**config.mk**
```make
export PLATFORM = sky130hd
export DESIGN_NAME = scmp_dad_seq
export DESIGN_NICKNAME = d
export VERILOG_FILES = /design/src/rtl/scmp_dad_seq.sv
export SDC_FILE = /design/constraint.sdc
export NUM_CORES = 1
export LEC_CHECK = 0
export CAP_MARGIN = 20
export CORE_ASPECT_RATIO = 1.75
export CORE_MARGIN = 4
export CORE_UTILIZATION = 25
export CTS_BUF_LIST = sky130_fd_sc_hd__clkbuf_4
export CTS_CLUSTER_SIZE = 14
export DETAILED_ROUTE_END_ITERATION = 8
export HOLD_SLACK_MARGIN = 0.12
export SYNTH_ARGS = -nofsm -noshare
export SYNTH_HDL_FRONTEND = slang
export SYNTH_SLANG_ARGS = --single-unit
```
**constraint.sdc**
```tcl
create_clock -name clk -period 2.1 [get_ports clk]
set_input_delay 0.63 -clock clk [delete_from_list [all_inputs] [get_ports clk]]
set_output_delay 0.63 -clock clk [all_outputs]
set_load 0.02 [all_outputs]
```
**src/rtl/scmp_dad_seq.sv**
```systemverilog
// SC/MP decimal-add sequencer: runs a binary ADD plus up to two BCD correction
// ADDs through the shared 8-bit ALU, negotiating ownership with req/gnt.
package scmp_alu_pkg;
  typedef enum logic [2:0] {
    ALU_OP_NUL = 3'd0,
    ALU_OP_ADD = 3'd1,
    ALU_OP_SUB = 3'd2,
    ALU_OP_AND = 3'd3,
    ALU_OP_OR  = 3'd4,
    ALU_OP_XOR = 3'd5,
    ALU_OP_DA  = 3'd6
  } ALU_OP_t;
endpackage

module scmp_dad_seq
  import scmp_alu_pkg::*;
#(
  parameter bit SKIP_NULL_ADJ = 1'b1
) (
  input  logic       clk,
  input  logic       rst,
  input  logic       start,
  input  logic [7:0] a_i,
  input  logic [7:0] b_i,
  input  logic       cy_i,
  output logic       busy,
  output logic       done,
  output logic [7:0] res_o,
  output logic       cy_o,
  output logic       alu_req,
  input  logic       alu_gnt,
  output ALU_OP_t    alu_op,
  output logic [7:0] alu_a,
  output logic [7:0] alu_b,
  output logic       alu_cy,
  input  logic [7:0] alu_res,
  input  logic       alu_cy_res
);

  localparam logic [2:0] S_IDLE   = 3'd0;
  localparam logic [2:0] S_ADD    = 3'd1;
  localparam logic [2:0] S_ADJ_LO = 3'd2;
  localparam logic [2:0] S_ADJ_HI = 3'd3;
  localparam logic [2:0] S_DONE   = 3'd4;

  logic [2:0] state_q, state_d;
  logic [7:0] a_q, a_d, b_q, b_d, s_q, s_d, res_q, res_d;
  logic       cy_q, cy_d, c1_q, c1_d, lo_fix_q, lo_fix_d, hi_fix_q, hi_fix_d;
  logic       cyo_q, cyo_d;
  logic       lo_now, hi_now;

  always_comb begin
    state_d  = state_q;
    a_d      = a_q;
    b_d      = b_q;
    cy_d     = cy_q;
    s_d      = s_q;
    c1_d     = c1_q;
    lo_fix_d = lo_fix_q;
    hi_fix_d = hi_fix_q;
    res_d    = res_q;
    cyo_d    = cyo_q;
    lo_now   = 1'b0;
    hi_now   = 1'b0;
    alu_req  = 1'b0;
    alu_op   = ALU_OP_NUL;
    alu_a    = 8'h00;
    alu_b    = 8'h00;
    alu_cy   = 1'b0;
    case (state_q)
      S_IDLE: begin
        if (start) begin
          a_d      = a_i;
          b_d      = b_i;
          cy_d     = cy_i;
          s_d      = 8'h00;
          c1_d     = 1'b0;
          lo_fix_d = 1'b0;
          hi_fix_d = 1'b0;
          state_d  = S_ADD;
        end
      end
      S_ADD: begin
        alu_req = 1'b1;
        alu_op  = ALU_OP_ADD;
        alu_a   = a_q;
        alu_b   = b_q;
        alu_cy  = cy_q;
        if (alu_gnt) begin
          // half-carry out of bit 3 is recovered from the operands and the sum
          lo_now   = (a_q[4] ^ b_q[4] ^ alu_res[4]) | (alu_res[3:0] > 4'd9);
          hi_now   = alu_cy_res | (alu_res[7:4] > 4'd9);
          s_d      = alu_res;
          c1_d     = alu_cy_res;
          lo_fix_d = lo_now;
          hi_fix_d = hi_now;
          if (lo_now || !SKIP_NULL_ADJ) begin
            state_d = S_ADJ_LO;
          end else if (hi_now) begin
            state_d = S_ADJ_HI;
          end else begin
            res_d   = alu_res;
            cyo_d   = 1'b0;
            state_d = S_DONE;
          end
        end
      end
      S_ADJ_LO: begin
        alu_req = 1'b1;
        alu_op  = ALU_OP_ADD;
        alu_a   = s_q;
        alu_b   = lo_fix_q ? 8'h06 : 8'h00;
        if (alu_gnt) begin
          hi_now   = c1_q | alu_cy_res | (alu_res[7:4] > 4'd9);
          s_d      = alu_res;
          hi_fix_d = hi_now;
          if (hi_now || !SKIP_NULL_ADJ) begin
            state_d = S_ADJ_HI;
          end else begin
            res_d   = alu_res;
            cyo_d   = 1'b0;
            state_d = S_DONE;
          end
        end
      end
      S_ADJ_HI: begin
        alu_req = 1'b1;
        alu_op  = ALU_OP_ADD;
        alu_a   = s_q;
        alu_b   = hi_fix_q ? 8'h60 : 8'h00;
        if (alu_gnt) begin
          s_d     = alu_res;
          res_d   = alu_res;
          cyo_d   = hi_fix_q;
          state_d = S_DONE;
        end
      end
      S_DONE:  state_d = S_IDLE;
      default: state_d = S_IDLE;
    endcase
  end

  always_ff @(posedge clk) begin
    if (rst) begin
      state_q  <= S_IDLE;
      a_q      <= 8'h00;
      b_q      <= 8'h00;
      cy_q     <= 1'b0;
      s_q      <= 8'h00;
      c1_q     <= 1'b0;
      lo_fix_q <= 1'b0;
      hi_fix_q <= 1'b0;
      res_q    <= 8'h00;
      cyo_q    <= 1'b0;
    end else begin
      state_q  <= state_d;
      a_q      <= a_d;
      b_q      <= b_d;
      cy_q     <= cy_d;
      s_q      <= s_d;
      c1_q     <= c1_d;
      lo_fix_q <= lo_fix_d;
      hi_fix_q <= hi_fix_d;
      res_q    <= res_d;
      cyo_q    <= cyo_d;
    end
  end

  assign busy  = (state_q == S_ADD) || (state_q == S_ADJ_LO) || (state_q == S_ADJ_HI);
  assign done  = (state_q == S_DONE);
  assign res_o = res_q;
  assign cy_o  = cyo_q;

endmodule
```
==> summary.md <==
| Metric | Value |
|---|---|
| GR Overflow Total | 0 |
| Drt pass-1 iters | 4 |
| VDD IR max | 0.3400 mV |
| Most frequent cell after synthesis | nand2_1 |
| Die Height | 123.7 um |
| Diodes inserted | 0 |
| CTS tree | done |
| Adder-cell share of the synthesized area | 0% |
| Final Hold Vio Count | 0 |
| Area Overhead vs Synth | 49.38% |
| Initial Util | 25.46% |
| Top cells by area, synth | dfxtp_1 42%, nand2_1 9.2%, a21oi_1 7.8%, mux2i_1 5.8%, nor2_1 4.5% |
| Cell Pwr Density | 825.7 mW/mm^2 |
| CTS clk-pin slew, worst paths | 120 ps |
| Net count, final | 342 |
| CP bufs+invs | 2 |
| Status | finished, final reports clean |
| Post-synth top area cell | dfxtp_1 |
| Arr. time, crit path | 1430 ps |
| Seq/Total Area, Yosys | 41.86% |
| Core footprint | 0.007515 mm^2 |
| Synthesized area | 0.001913 mm^2 |
| Final worst path period need | 2058 ps |
| Drt drc | 0 |
| Synth Area in Compound Gates | 17.27% |
| Via count | 1877 |
| Synthesis warning total | 0 |
| Share of Yosys cell area claimed by the top area cell type | 41.86% |
| Final ANT Viol Nets | 0 |
| Row count | 42 |
| Clock Latency Late Sink | 350 ps |
| CP Class | register to output pin |
| Min-delay worst type | register to register |
| Ports | 62 |
| CTS H-tree lvls | 2 |
| Worst setup SP type | register |
| Final std cells w/o fill | 401 |
| Placement Cell Area | 0.002726 mm^2 |
| Count of input and output buffers | 59 |
| Slowest cell on crit path | dfxtp_4 |
| Multi-input gate area | 0.001005 mm^2 |
| Dominant synthesized flop cell | dfxtp_1 |
| Design Area, Final | 0.002858 mm^2 |
| Commonest cells in the netlist | 47 x nand2_1, 40 x dfxtp_1, 30 x a21oi_1 |
| Crit share post-route | 97.98% |
| First-pass GRT wire length | 8.880 mm |
| CTS Buffer Depth | 2 |
| Max-cap viol count | 0 |
| CP endpoint kind | output pin |
| P_leak | 1.171 nW |
| Endpoints failing setup | 0 |
| Setup Skew | 15.02 ps |
| Post-CTS Hold Fix Bufs | 0 |
| Cell variety after synth | 40 |
| Instance count of the mapped netlist | 229 |
| Mux cell area share after synthesis | 5.755% |
| Simple-gate area share of the yosys netlist | 25.83% |
| Post-synth ARST share | 0% |
| Die W | 74.13 um |
| Placed insts | 389 |
| Fraction of layout cells with a size suffix above 1 | 26.20% |
| Sequential cell area | 809.5 um^2 |
| Initial antenna violation count | 0 |
| CTS Buf Count | 5 |
| Post-Synth XOR/XNOR Area | 1.177% |
| Vias in the first global route | 1807 |
| Placer congestion estimate | 0.9264 |
| Yosys reg bits | 40 |
| Avg Vias per Cell | 4.681 |
| Fmax achieved | 486.0 MHz |
| Synth Area per Inst | 8.354 um^2 |
| Worst Path Required | 1470 ps |
| CP cell instances | buf_4 > and4b_2 > a21o_1 > buf_6 |
| Post-synth EDFFs | 0 |
| CP peak stage delay | 400 ps |
| Worst path top cell family by delay | flip-flops |
| DRT Wirelength | 5.718 mm |
| Die ar. | 0.009171 mm^2 |
| Clk root buf | clkbuf_4 |
| Largest net degree at the start of global routing | 20 |
| Crit Path Max Fanout | 6 |
| Largest family of logic cells by synthesized area | simple AND/OR/NAND/NOR gates |
| Core Util, Final | 38.03% |
| GRT Total Usage | 12.73% |
| Routed WL per cell | 14.26 um |
| Layout fillers | 816 |
| Unrepaired setup endpoints after global routing | yes |
| Clock sink count | 40 |
| Initial DRC Count | 47 |
| Max Slew Vio Count | 0 |
| Detailed Place HPWL | 4.347 mm |
## area by class of cell
class	instances	area share, %
tap	88	3.853
clock inverter	3	1.313
multi-input combinational	169	35.16
sequential	40	28.33
timing repair buffer	96	30.04
clock buffer	5	1.313
## per-layer routing
layer / up-vias / GRT usage (%) / wire length, um
met2: 43 / 22.61 / 3030
met4: 0 / 6.803 / 245
met1: 879 / 14.17 / 2269
li1: 941 / - / -
met3: 14 / 1.939 / 172
met5: - / 0 / 0
## where the power goes
part           switching (W)  internal, W  leakage (nW)
registers          0.0000610     0.000850         0.328
clock network       0.000253     0.000243        0.0403
logic               0.000493     0.000459         0.803
## final timing paths
| check | start | end | slack (ps) | cells past startpoint |
|---|---|---|---|---|
| max | state_q[1] | alu_b[6] | 40 | 4 |
| min | b_q[3] | b_q[3] | 460 | 2 |
| max reg2reg | state_q[2] | cy_o | 150 | 8 |
| min reg2reg | b_q[3] | b_q[3] | 460 | 2 |
## worst reg2reg max path, cell delays in order (launching register included)
cell and delay [ps]:
dfxtp_4 380, buf_4 190, o21ba_2 280, buf_4 180, nand2_1 100, nor4_4 280, buf_6 180, mux2i_2 210
nor2_1 70
## cells by family after synthesis
kind of cell / count (synthesis)
other: 1
multiplexers: 11
flip-flops: 40
XOR/XNOR: 1
AND/OR/NAND/NOR: 102
buffers and inverters: 21
AO/OA/AOI/OAI: 53
## state kept, by name, indices dropped and copies added (netlist names)
| name | count |
|---|---|
| cy_o | 1 |
| state_q | 3 |
| cy_q | 1 |
| res_o | 8 |
| a_q | 8 |
| s_q | 8 |
| b_q | 8 |
| lo_fix_q | 1 |
| c1_q | 1 |
| hi_fix_q | 1 |
## metrics by stage
stage | power (W) | setup WS (ps) | hold slack [ps] | TNS (ps)
floorplan | 0.001458 | 173.5 | 431.7 | 0
global placement | 0.001821 | -385.4 | 438.8 | -6508
detailed placement | 0.001830 | -460.2 | 443.5 | -7146
CTS | 0.002342 | 0.07172 | 459.9 | 0
global route | 0.002505 | -30.27 | 480.1 | -75.54
finish | 0.002360 | 42.39 | 457.4 | 0
## cells in the final DEF (no fill, tap or decap), types with 3 or more instances in the layout
cell             count
nand2_1             47
dfxtp_1             37
buf_4               36
clkdlybuf4s50_1     36
a21oi_1             30
nor2_1              23
nand3_1             12
mux2i_1             10
buf_2               10
buf_6                9
a22oi_1              6
and2_1               5
clkbuf_4             5
o21ai_0              3
nor3_1               3
## what timing repair did
item / CTS / global route
gates cloned: 1 / 0
setup buffers: 2 / 1
setup endpoints to repair: 30 / 26
resized for setup: 92 / 28
pin swaps: 3 / 5
(Power assumes the default switching activity.)
